==> config.mk <==
export PLATFORM = sky130hd
export DESIGN_NAME = ls_port_arbiter_flat
export DESIGN_NICKNAME = d
export VERILOG_FILES = /design/src/rtl/ls_port_arbiter_pkg.sv /design/src/rtl/ls_port_arbiter_if.sv /design/src/rtl/ls_port_arbiter_rr_select.sv /design/src/rtl/ls_port_arbiter.sv /design/src/flat_wrapper.sv
export SDC_FILE = /design/constraint.sdc
export NUM_CORES = 1
export LEC_CHECK = 0
export BUFFER_PORTS_ARGS = -buffer_cell sky130_fd_sc_hd__buf_2
export CORE_AREA = 2 2 110 112
export DETAILED_ROUTE_END_ITERATION = 8
export DIE_AREA = 0 0 112 114
export GPL_TIMING_DRIVEN = 0
export PLACE_DENSITY = 0.51
export SLEW_MARGIN = 0
export SYNTH_ARGS = -nofsm -noshare
export SYNTH_HDL_FRONTEND = slang
export SYNTH_SLANG_ARGS = --single-unit
==> constraint.sdc <==
create_clock -name clk -period 5 [get_ports clk]
set_clock_uncertainty 0.05 [all_clocks]
set_input_delay 0.75 -clock clk [delete_from_list [all_inputs] [get_ports clk]]
set_output_delay 0.75 -clock clk [all_outputs]
set_load 0.02 [all_outputs]
==> src/rtl/ls_port_arbiter_pkg.sv <==
// ls_port_arbiter_pkg: shared request payload and arbiter state types for the LSU port arbiter.
package ls_port_arbiter_pkg;
    typedef struct packed {
        logic [31:0] addr;
        logic [31:0] data;
        logic [2:0]  fn3;
        logic        load;
        logic        store;
    } ls_port_req_t;
    typedef enum logic {OWN, DRAIN} ls_arb_state_t;
endpackage

==> src/rtl/ls_port_arbiter_if.sv <==
// ls_port_arbiter_if: requester-side bundle of the LSU port arbiter (requests, locks, load returns).
interface ls_port_arbiter_if #(parameter int NUM_PORTS = 2);
    import ls_port_arbiter_pkg::*;
    logic [NUM_PORTS-1:0] req_valid;
    logic [NUM_PORTS-1:0] req_ready;
    ls_port_req_t         req [NUM_PORTS];
    logic [NUM_PORTS-1:0] lock;
    logic [NUM_PORTS-1:0] resp_valid;
    logic [31:0]          resp_data;
    modport master (output req_valid, req, lock, input req_ready, resp_valid, resp_data);
    modport slave (input req_valid, req, lock, output req_ready, resp_valid, resp_data);
endinterface

==> src/rtl/ls_port_arbiter_rr_select.sv <==
// ls_port_arbiter_rr_select: combinational round-robin pick of the first set bit at or after start.
module ls_port_arbiter_rr_select #(
    parameter int N = 2,
    parameter int W = $clog2(N)
) (
    input  logic [N-1:0] valid,
    input  logic [W-1:0] start,
    output logic [W-1:0] grant,
    output logic         any_valid
);
    logic [W-1:0] idx;
    // Walk offsets from farthest to nearest so the closest set bit wins.
    always_comb begin
        grant = '0;
        any_valid = 1'b0;
        idx = '0;
        for (int i = N - 1; i >= 0; i--) begin
            idx = W'((int'(start) + i) % N);
            if (valid[idx]) begin
                grant = idx;
                any_valid = 1'b1;
            end
        end
    end
endmodule

==> src/rtl/ls_port_arbiter.sv <==
// ls_port_arbiter: multiplexes NUM_PORTS requesters onto the LSU; accelerators take ownership by lock after a drain.
module ls_port_arbiter import ls_port_arbiter_pkg::*; #(
    parameter int NUM_PORTS = 2,
    parameter int MAX_OUTSTANDING = 4,
    parameter int PORT_W = $clog2(NUM_PORTS)
) (
    input  logic               clk,
    input  logic               rst,
    ls_port_arbiter_if.slave   ports,
    output logic               lsu_valid,
    input  logic               lsu_ready,
    output ls_port_req_t       lsu_req,
    output logic               lsu_from_cpu,
    input  logic               lsu_empty,
    input  logic               load_complete,
    input  logic [31:0]        load_data,
    output logic [PORT_W-1:0]  owner,
    output logic               err_spurious
);
    localparam int CNT_W = $clog2(MAX_OUTSTANDING + 1);
    ls_arb_state_t state, state_n;
    logic [PORT_W-1:0] owner_q, owner_n, rr_ptr, rr_n, grant;
    logic [CNT_W-1:0] outstanding, outstanding_n;
    logic [NUM_PORTS-1:0] acc_lock, ready_c;
    logic err_q, any_lock, own, full, accept_load, switch_req, drained;
    ls_port_req_t cur;
    assign acc_lock = ports.lock & ~NUM_PORTS'(1);
    assign cur = ports.req[owner_q];
    assign own = (state == OWN) & ~rst;
    assign full = outstanding == CNT_W'(MAX_OUTSTANDING);
    // A load that would exceed the in-flight limit is withheld from the LSU as well as from the requester.
    assign lsu_valid = own & ports.req_valid[owner_q] & ~(cur.load & full);
    assign lsu_req = cur;
    assign accept_load = lsu_valid & lsu_ready & cur.load;
    assign lsu_from_cpu = rst | (owner_q == '0);
    assign owner = rst ? '0 : owner_q;
    assign err_spurious = err_q;
    assign ports.resp_valid = (~rst & load_complete) ? NUM_PORTS'(1) << owner_q : '0;
    assign ports.resp_data = load_data;
    assign ports.req_ready = ready_c;
    assign switch_req = (owner_q == '0) ? |acc_lock : ~ports.lock[owner_q];
    assign drained = lsu_empty & (outstanding == '0);
    always_comb begin
        ready_c = '0;
        if (own) ready_c[owner_q] = lsu_ready & ~(cur.load & full);
    end
    ls_port_arbiter_rr_select #(.N(NUM_PORTS), .W(PORT_W)) u_rr (
        .valid     (acc_lock),
        .start     (rr_ptr),
        .grant     (grant),
        .any_valid (any_lock)
    );
    always_comb begin
        state_n = state;
        owner_n = owner_q;
        rr_n = rr_ptr;
        if (state == OWN) state_n = switch_req ? DRAIN : OWN;
        else if (drained) begin
            state_n = OWN;
            owner_n = any_lock ? grant : '0;
            rr_n = !any_lock ? rr_ptr : (grant == PORT_W'(NUM_PORTS - 1)) ? PORT_W'(1) : grant + PORT_W'(1);
        end
    end
    assign outstanding_n = (accept_load & ~load_complete) ? outstanding + CNT_W'(1) :
                           (~accept_load & load_complete & outstanding != '0) ? outstanding - CNT_W'(1) :
                           outstanding;
    always_ff @(posedge clk) begin
        if (rst) begin
            state <= OWN;
            owner_q <= '0;
            rr_ptr <= PORT_W'(1);
            outstanding <= '0;
            err_q <= 1'b0;
        end else begin
            state <= state_n;
            owner_q <= owner_n;
            rr_ptr <= rr_n;
            outstanding <= outstanding_n;
            err_q <= err_q | (load_complete & outstanding == '0);
        end
    end
endmodule

==> src/flat_wrapper.sv <==
// flat-port wrapper written by rule: the top's interface ports become plain ports
module ls_port_arbiter_flat import ls_port_arbiter_pkg::*;
#(
    parameter int NUM_PORTS = 2,
    parameter int MAX_OUTSTANDING = 4,
    parameter int PORT_W = $clog2(NUM_PORTS)
)
  (clk, rst, lsu_valid, lsu_ready, lsu_req, lsu_from_cpu, lsu_empty, load_complete, load_data, owner, err_spurious, ports_req_valid, ports_req, ports_lock, ports_req_ready, ports_resp_valid, ports_resp_data);
  ls_port_arbiter_if #(.NUM_PORTS(NUM_PORTS)) ports_i ();
  input  logic clk;
  input  logic rst;
  output logic lsu_valid;
  input  logic lsu_ready;
  output ls_port_req_t lsu_req;
  output logic lsu_from_cpu;
  input  logic lsu_empty;
  input  logic load_complete;
  input  logic [31:0] load_data;
  output logic [PORT_W-1:0] owner;
  output logic err_spurious;
  input wire logic [$bits(ports_i.req_valid)-1:0] ports_req_valid;
  input wire logic [$bits(ports_i.req)-1:0] ports_req;
  input wire logic [$bits(ports_i.lock)-1:0] ports_lock;
  output wire logic [$bits(ports_i.req_ready)-1:0] ports_req_ready;
  output wire logic [$bits(ports_i.resp_valid)-1:0] ports_resp_valid;
  output wire logic [$bits(ports_i.resp_data)-1:0] ports_resp_data;
  assign ports_i.req_valid = ports_req_valid;
  assign ports_i.req = {>>{ports_req}};
  assign ports_i.lock = ports_lock;
  assign ports_req_ready = ports_i.req_ready;
  assign ports_resp_valid = ports_i.resp_valid;
  assign ports_resp_data = ports_i.resp_data;
  ls_port_arbiter #(.NUM_PORTS(NUM_PORTS), .MAX_OUTSTANDING(MAX_OUTSTANDING), .PORT_W(PORT_W)) u_core (.clk(clk), .rst(rst), .ports(ports_i), .lsu_valid(lsu_valid), .lsu_ready(lsu_ready), .lsu_req(lsu_req), .lsu_from_cpu(lsu_from_cpu), .lsu_empty(lsu_empty), .load_complete(load_complete), .load_data(load_data), .owner(owner), .err_spurious(err_spurious));
endmodule
### Yosys cells after proc, flatten, opt, wreduce, memory -nomap -nowiden

Cells that the tools add are included.
Widths: inputs -> output; s select.

* muxes and demuxes: 28
* $add $sub $neg: 4
* bitwise logic cells: 24
* eq/ne operators: 1
* $lt $le $gt $ge: 5
* shift-type cells: 1
* reduce and logical (&&, ||, !) cells: 6

Operators by type and width (number)
* $mux 69: 3
* $mux 1: 20
* $and 1x1->1: 13
* $not 1->1: 7
* $lt 1x2->1 const B: 3
* $mux 3: 2
* $mux 2: 2
* $add 3x1->3 const B: 1
* $eq 3x3->1 const B: 1
* $logic_not 3->1: 1
* $reduce_and 3->1: 1
* $reduce_bool 3->1: 1
* $sub 3x1->3 const B: 1
* $add 1x1->1 const B: 2
* $and 2x2->2: 1
* $ge 2x2->1 const B: 1
* $not 1->2: 1
* $or 1x1->1: 2
* $reduce_and 2->1: 1
* $reduce_bool 2->1: 1
* $shl 1x1->2 const A: 1
* $demux 1 s1: 1
* $ge 1x1->1 const B: 1
* $logic_and 1x1->1: 1

* word-level logic and storage cells: 74
* bits of input ports: 179
* bits in registers: 7
* output and inout bits: 109

### Logic depth before layout (Yosys ltp)

Gate-level depths: netlist (run 1).

* depth after elaboration: 14
* depth in mapped cells: 9
* depth with buffers taken out: 8

### Modules after synthesis

From an unflattened synthesis (run 1), not the netlist that was laid out.

* cell total of the unflattened synthesis: 162
* area total of the unflattened synthesis: 1498.9 um2

Modules (own cells, without submodules)
* ls_port_arbiter: area an instance 1481.4 um2, sequential area each 120.1 um2, instances 1, cells each 159
* ls_port_arbiter_rr_select: area an instance 17.5 um2, sequential area each 0.0 um2, instances 1, cells each 3

### Worst setup path before layout (run 1)

Ideal clock, no wire load.

* kind: input -> output
* from: in ports_req[70]
* to: out ports_req_ready[0]
* stages: 4
* arrival time: 1.723 ns
* data required time: 4.200 ns
* path slack: 2.477 ns
* path through: mux2_4 -> nand3_1 -> nand3b_1 -> nor3_1

* cells in the longest elaborated chain, start to end: 8

Ends and longest elaborated chain
* start: declaration: line flat_wrapper.sv:22 `input wire logic [$bits(ports_i.req)-1:0] ports_req;`
* $mux 69 (implied by the code) (3 in a row): line ls_port_arbiter.sv:28 `assign cur = ports.req[owner_q];`
* $and 1x1->1: line ls_port_arbiter.sv:45 `if (own) ready_c[owner_q] = lsu_ready & ~(cur.load & full);`
* $not 1->1: line ls_port_arbiter.sv:45
* $and 1x1->1: line ls_port_arbiter.sv:45
* $and 2x2->2 (no source line)
* $mux 2: line ls_port_arbiter.sv:45
* end: declaration: line flat_wrapper.sv:24 `output wire logic [$bits(ports_i.req_ready)-1:0] ports_req_ready;`

Every way passes these cells. The select of a mux whose other input is x is not followed.

==> results.md, run 1 <==
- Number of I/O port buffers: 253
- Combinational power share: 0.674
- Pwr dens: 221.6 nW/um^2
- Drt drc: 0
- Share of cells above drive strength 1: 0.8870
- Root buffer cell: clkbuf_16
- Hold_ws: 421.0 ps
- Fillers: 1304
- Max Cap Viol: 0
- Placed insts: 560
- Cell area after synthesis: 1480 sq um
- Slew @ Worst Pin: 366.9 ps
- TritonCTS clock tree: yes
- Initial antenna violation count: 0
- Post-synth EDFFs: 0
- XOR/XNOR share of the synthesized area: 0.005917
- Hold Path End: u_core.err_spurious
- Crit end category: output port
- Antenna-violating nets left: 0
- Main combinational cell family by area after synthesis: multiplexers
- Final hold vios: 0
- Post-Route Setup TNS: 0 ps
- Post-layout util: 0.2566
- Avg Inst Size Synth: 9.251 sq um
- Initial core utilization: 0.1264
- Leakage: roughly 1.7 nW
- Layout Nets: 598
- Final Cycle Share: 0.5236
- Most numerous cell in the Yosys netlist: mux2_2
- TritonRoute pass-1 iters: 4
- Die extent in y: roughly 110 microns
- HP Start: u_core.err_spurious
- Critical Path Start: u_core.owner_q
- Clock sinks: 6
- Congestion Overflow GR: 0
- Result of the run: complete, no violations
- Vias/cell: approximately 3.8
- Simple-gate share of the synthesized area: 0.08876
- Hold depth: 2
- Netlist cell types: 30
- Clk buf depth: 2
- First-pass GRT wire length: 9611 microns
- RSZ-0062 raised after global routing: false
- VDD IR-drop max: 0.2177 mV
- Post-route cell area: 3005 sq um
- Register share of total power: 0.127
- Switching Share: 0.4264
- WL final: slightly below 7000 microns
- Area of the die: 12770 sq um
- Placed Area: 2930 sq um
- # hold bufs at CTS: 0
- Number of gates resized after CTS: 0
- Compound-Gate Fraction of Synth Area: 0.05156
- Top-area cell type share of the netlist area: 0.5173
- Primary FF master, synth: dfxtp_1
- YS warnings: 0
- Post-synth top cells: 68 x mux2_2, 32 x buf_4, 9 x buf_2, 7 x nor2_1, 6 x dfxtp_1
- CP Data Arrival Time: 1820 ps
- Max H-tree Level: 1
- Worst-path clk slew: ~40 ps
- Cell count after synthesis: 160
- Syn Nets: between 300 and 400
- FP Rows: 40
- Die width: roughly 110 microns
- Clock Latency Late Sink: 230 ps
- Reg2Reg Depth: 8
- Fin. max-slew vios: 0
- Worst reg2reg startpoint: u_core.owner_q
- Reg2reg end: u_core.outstanding[2]
- Rel. slew slack: 0.7535
- Net switching power: about 280 uW
- Post-synth ARST share: 0
- Yosys top cell by area: mux2_2
- # diodes: 0
- Adder-cell share of the synthesized area: 0.01352
- Crit path required time: 4200 ps
- Clock share of power: 0.200
- Setup repair bufs after CTS: 0
- Syn-to-layout area delta: 103.0%
- # setup viols final: 0
- Fmax: approximately 380 MHz
- I/O pin total: 288
- Post-synthesis mux area share: 0.5587
- Hold Path Class: flop to flop
- Area contributors post-synth: mux2_2 52%, buf_4 16%, dfxtp_1 8.1%
- WS Path Type: flop to output port
- GRT Total Usage: 0.09227
- Largest net degree at the start of global routing: 11
- Sequential-to-total area share from yosys stat: 0.08115
- DR iter-0 viols: 56
- Vias in the first global route: 2002
- Min Tclk post-route: around 2600 ps
- Internal: 382.1 uW
- DP HPWL: 6115 microns
- CP startpoint kind: flop
- Final Non-Filler Cells: 563
- Core Box Area: roughly 12000 sq um
- Routed via count: 2132
- Crit Path Max Fanout: 10
- Inserted Clock Buffers: 3
- Reg2reg setup slack: 2910 ps
- Synthesized flop and latch total: 6
- GPL Wtd Cong: 0.7654
- Post-DR wirelength/cell: 12.04 microns
## critical path, stage by stage (launching register included)
cell and delay [ps]:
dfxtp_1 380, buf_2 310, buf_2 340, mux2_2 390, buf_2 160
## placed cells by master, fill, tap and decap left out, drive strengths merged
cell type and n:
mux2i 2, a21oi 2, fa 1, nand3 2
nand2 4, and3 1, a41oi 1, o21a 1
a32oi 1, mux2 71, o22ai 1, a211oi 2
inv 3, o21ai 1, dfxtp 6, clkbuf 3
buf 294, nor2b 2, xor2 1, nor2 7
nand2b 2, nor3 2, o31ai 1, nand3b 1
and2 1, nand4 1, and4 1, nor3b 1
## cells by family after synthesis
group / count (synthesis)
multiplexers: 73
buffers and inverters: 44
AND/OR/NAND/NOR: 25
AO/OA/AOI/OAI: 10
flip-flops: 6
XOR/XNOR: 1
adder cells (fa/ha/maj): 1
## area by class of cell
cell class                 count  area [sq um]  share of cell area
sequential                     6         120.1             0.03997
inverter                       3         11.26            0.003747
clock buffer                   3         75.07             0.02498
timing repair buffer         253          1266              0.4213
multi-input combinational    110          1064              0.3539
tap                          147         183.9             0.06120
buffer                        41         285.3             0.09492
## power groups by stage
stage / clock network [mW] / logic, mW / registers, mW
after floorplan: 0 / 0.296 / 0.0841
after global placement: 0 / 0.450 / 0.0851
after detailed placement: 0 / 0.453 / 0.0855
after CTS: 0.136 / 0.456 / 0.0846
after global routing: 0.138 / 0.487 / 0.0904
final: 0.133 / 0.449 / 0.0845
## per-stage QoR
step	setup WS (ps)	power, mW
CTS	2293	0.6758
floorplan	2477	0.3803
global route	2234	0.7151
finish	2382	0.6661
global placement	2344	0.5346
detailed placement	2304	0.5390
## state kept, by name, indices dropped and copies added (netlist names)
name and cells:
u_core.outstanding 3, u_core.err_spurious 1, u_core.owner_q 1, u_core.state 1
## routing by layer
metal,track usage,vias to the layer above,part of all wire
li1,-,1055,-
met1,0.1180,950,0.40
met2,0.1624,120,0.51
met3,0.01488,7,0.072
met4,0.02358,0,0.011
met5,0,-,0
## worst max path at each step
stage	slack (ps)	endpoint
global route	2230	lsu_req[20]
CTS	2290	lsu_req[16]
global placement	2340	u_core.outstanding[2]
floorplan	2480	ports_req_ready[0]
detailed placement	2300	u_core.outstanding[2]
finish	2380	lsu_req[16]
No activity file was read; power rests on OpenSTA's default activity.
==> inputs of run 2 (changes only) <==
--- a/config.mk
+++ b/config.mk
@@ -6,11 +6,11 @@
 export NUM_CORES = 1
 export LEC_CHECK = 0
 export BUFFER_PORTS_ARGS = -buffer_cell sky130_fd_sc_hd__buf_2
-export CORE_AREA = 2 2 110 112
+export CORE_AREA = 2 2 111 113
 export DETAILED_ROUTE_END_ITERATION = 8
-export DIE_AREA = 0 0 112 114
+export DIE_AREA = 0 0 113 115
 export GPL_TIMING_DRIVEN = 0
-export PLACE_DENSITY = 0.51
+export PLACE_DENSITY = 0.5
 export SLEW_MARGIN = 0
 export SYNTH_ARGS = -nofsm -noshare
 export SYNTH_HDL_FRONTEND = slang
==> constraint.sdc (replaced) <==
create_clock -name clk -period 2.7 [get_ports clk]
set_clock_uncertainty 0.05 [all_clocks]
set_input_delay 0.405 -clock clk [delete_from_list [all_inputs] [get_ports clk]]
set_output_delay 0.405 -clock clk [all_outputs]
set_load 0.02 [all_outputs]
==> run 2 against run 1 <==
Net effect: the run now ends with DRC left; routed wire length grew 1.8%; largest power group unchanged; sequential power is 87% higher; via count grew 1.1%; clock-buffer cell count unchanged; design area unchanged; total power grew 85%; worst setup slack worse by 1900 ps; sequential cell count unchanged; cell count did not move; utilization down 0.22 points; die area is 1.8% higher.
==> results.md, run 2 (synthesized netlist as in run 1, its figures left out) <==
- Critical-path cell list: buf_2, buf_2, mux2_2, buf_2 (unchanged)
- Drt drc: 13 (was 0)
- Inserted Clock Buffers: 3 (unchanged)
- Worst-path clk slew: 30 ps (was 40 ps)
- Fmax: 442.2 MHz
- Area of the die: 13000 sq um (was 12770 sq um)
- Final Cycle Share: 0.8376
- Die extent in y: 115 microns (was 114 microns)
- Crit Path Max Fanout: 10 (unchanged)
- Setup repair bufs after CTS: 0 (unchanged)
- WS Path Type: flop to output port (unchanged)
- CP max stage cell: mux2_2 (unchanged)
- Number of I/O port buffers: 253 (unchanged)
- CP startpoint kind: flop (unchanged)
- HP Start: u_core.err_spurious (unchanged)
- Failing checks: DRC
- Largest net degree at the start of global routing: 11 (unchanged)
- Final hold vios: 0 (unchanged)
- Syn-to-layout area delta: 103.0% (unchanged)
- Cell mode on critical path: buf_2 (unchanged)
- Initial antenna violation count: 0 (unchanged)
- Max H-tree Level: 1 (unchanged)
- Crit-path max cell delay: 400 ps (was 390 ps)
- CP Data Arrival Time: 1810 ps (was 1820 ps)
- Hold Path Class: flop to flop (unchanged)
- Root buffer cell: clkbuf_16 (unchanged)
- Vias/cell: 3.828 (was 3.787)
- Hold depth: 2 (unchanged)
- TritonCTS clock tree: yes (unchanged)
- Placed Area: 2930 sq um (unchanged)
- Antenna-violating nets left: 0 (unchanged)
- WL final: 6899 microns (was 6780 microns)
- DR iter-0 viols: 58 (was 56)
- Post-DR wirelength/cell: 12.25 microns (was 12.04 microns)
- Share of cells above drive strength 1: 0.8870 (unchanged)
- Post-route cell area: 3005 sq um (unchanged)
- Clock sinks: 6 (unchanged)
- # hold bufs at CTS: 0 (unchanged)
- First-pass GRT wire length: 9618 microns (was 9611 microns)
- Die width: 113 microns (was 112 microns)
- Hold Path End: u_core.err_spurious (unchanged)
- GPL Wtd Cong: 0.7652 (was 0.7654)
- Reg2Reg Depth: 8 (unchanged)
- Rel. slew slack: 0.7334 (was 0.7535)
- Congestion Overflow GR: 0 (unchanged)
- Most frequent cells in the layout: 262 x buf_2, 68 x mux2_2, 32 x buf_4, 7 x nor2_1, 6 x dfxtp_1 (unchanged)
- Vias in the first global route: 1954 (was 2002)
- Clock Latency Late Sink: 230 ps (about the same)
- Crit end category: output port (unchanged)
- Reg2reg end: u_core.outstanding[2] (unchanged)
- # diodes: 0 (unchanged)
- Fillers: 1300 (was 1304)
- Initial core utilization: 0.1253 (was 0.1264)
- Slew @ Worst Pin: 396.9 ps (was 366.9 ps)
- Worst reg2reg startpoint: u_core.owner_q (unchanged)
- Routed via count: 2155 (was 2132)
- Layout Nets: 598 (unchanged)
- # setup viols final: 0 (unchanged)
- Clk buf depth: 2 (unchanged)
- Pwr dens: 410.5 nW/um^2 (was 221.6 nW/um^2)
- Largest register by flop count: u_core.outstanding (unchanged)
- Reg2reg setup slack: 620 ps (was 2910 ps)
- GRT Total Usage: 0.09298 (was 0.09227)
- Leakage: 1.670 nW (unchanged)
- Min Tclk post-route: 2261 ps
- Result of the run: finished, violations left (was complete, no violations)
- DP HPWL: 6263 microns (was 6115 microns)
- Commonest non-fill, non-tap cell in the layout: buf_2 (unchanged)
- TritonRoute pass-1 iters: 8 (was 4)
- Post-layout util: 0.2544 (was 0.2566)
- Largest register FFs: 3 (unchanged)
- FP Rows: 40 (unchanged)
- RSZ-0062 raised after global routing: false (unchanged)
- Number of gates resized after CTS: 0 (unchanged)
- Post-Route Setup TNS: 0 ps (unchanged)
- Max Cap Viol: 0 (unchanged)
- I/O pin total: 288 (unchanged)
- Fin. max-slew vios: 0 (unchanged)
- VDD IR-drop max: 0.1647 mV (was 0.2177 mV)
- Crit path required time: 2250 ps (was 4200 ps)
- Core Box Area: 11810 sq um (was 11710 sq um)
run 2: cell counts in the layout (fill, tap and decap cells not counted):
No cell type changed its count.
run 2: stage by stage:
stage / cells / power [mW] / hold WS, ps / worst slack (ps)
global placement: 560 / 0.9958 / 404.6 / 394.3
CTS: 563 / 1.250 / 412.7 / 356.2
detailed placement: 560 / 1.003 / 403.7 / 353.0
global route: 563 / 1.329 / 439.4 / 296.2
finish: 563 / 1.234 / 406.9 / 438.6
floorplan: 160 / 0.7042 / 430.6 / 563.0
run 2: worst max-delay path by stage:
stage                         startpoint  cells after the start                     to  slack, ps
after global placement               rst                      9  u_core.outstanding[2]        390
after global routing      u_core.owner_q                      4            lsu_req[22]        300
after detailed placement             rst                      9  u_core.outstanding[2]        350
final                     u_core.owner_q                      4            lsu_req[22]        440
after floorplan                      rst                      9  u_core.outstanding[2]        560
after CTS                 u_core.owner_q                      4            lsu_req[22]        360
run 2: routing by layer:
| metal | global-route usage | up-vias | wire length, microns |
|---|---|---|---|
| li1 | - | 1057 | - |
| met4 | 0.01220 | 0 | 22 |
| met1 | 0.1145 | 950 | 2680 |
| met2 | 0.1717 | 144 | 3481 |
| met3 | 0.01898 | 4 | 715 |
| met5 | 0 | - | 0 |
run 2: layout make-up:
type / count / area (sq um) / area share
Sequential cell: 6 / 120.1 / 0.03997
Multi-Input combinational cell: 110 / 1064 / 0.3539
Timing Repair Buffer: 253 / 1266 / 0.4213
Inverter: 3 / 11.26 / 0.003747
Clock buffer: 3 / 75.07 / 0.02498
Buffer: 41 / 285.3 / 0.09492
Tap cell: 147 / 183.9 / 0.06120
run 2: where the power goes:
part	internal (mW)	leakage (nW)	switching [mW]
Clock	0.190	0.0370	0.0482
Combinational	0.399	1.58	0.439
Sequential	0.118	0.0495	0.0395
run 2: worst max-delay path, delay by kind of cell, from the launching register on:
kind                   cells  cell delay [ps]
buffers and inverters      3              800
muxes                      1              400
DFF                        1              370
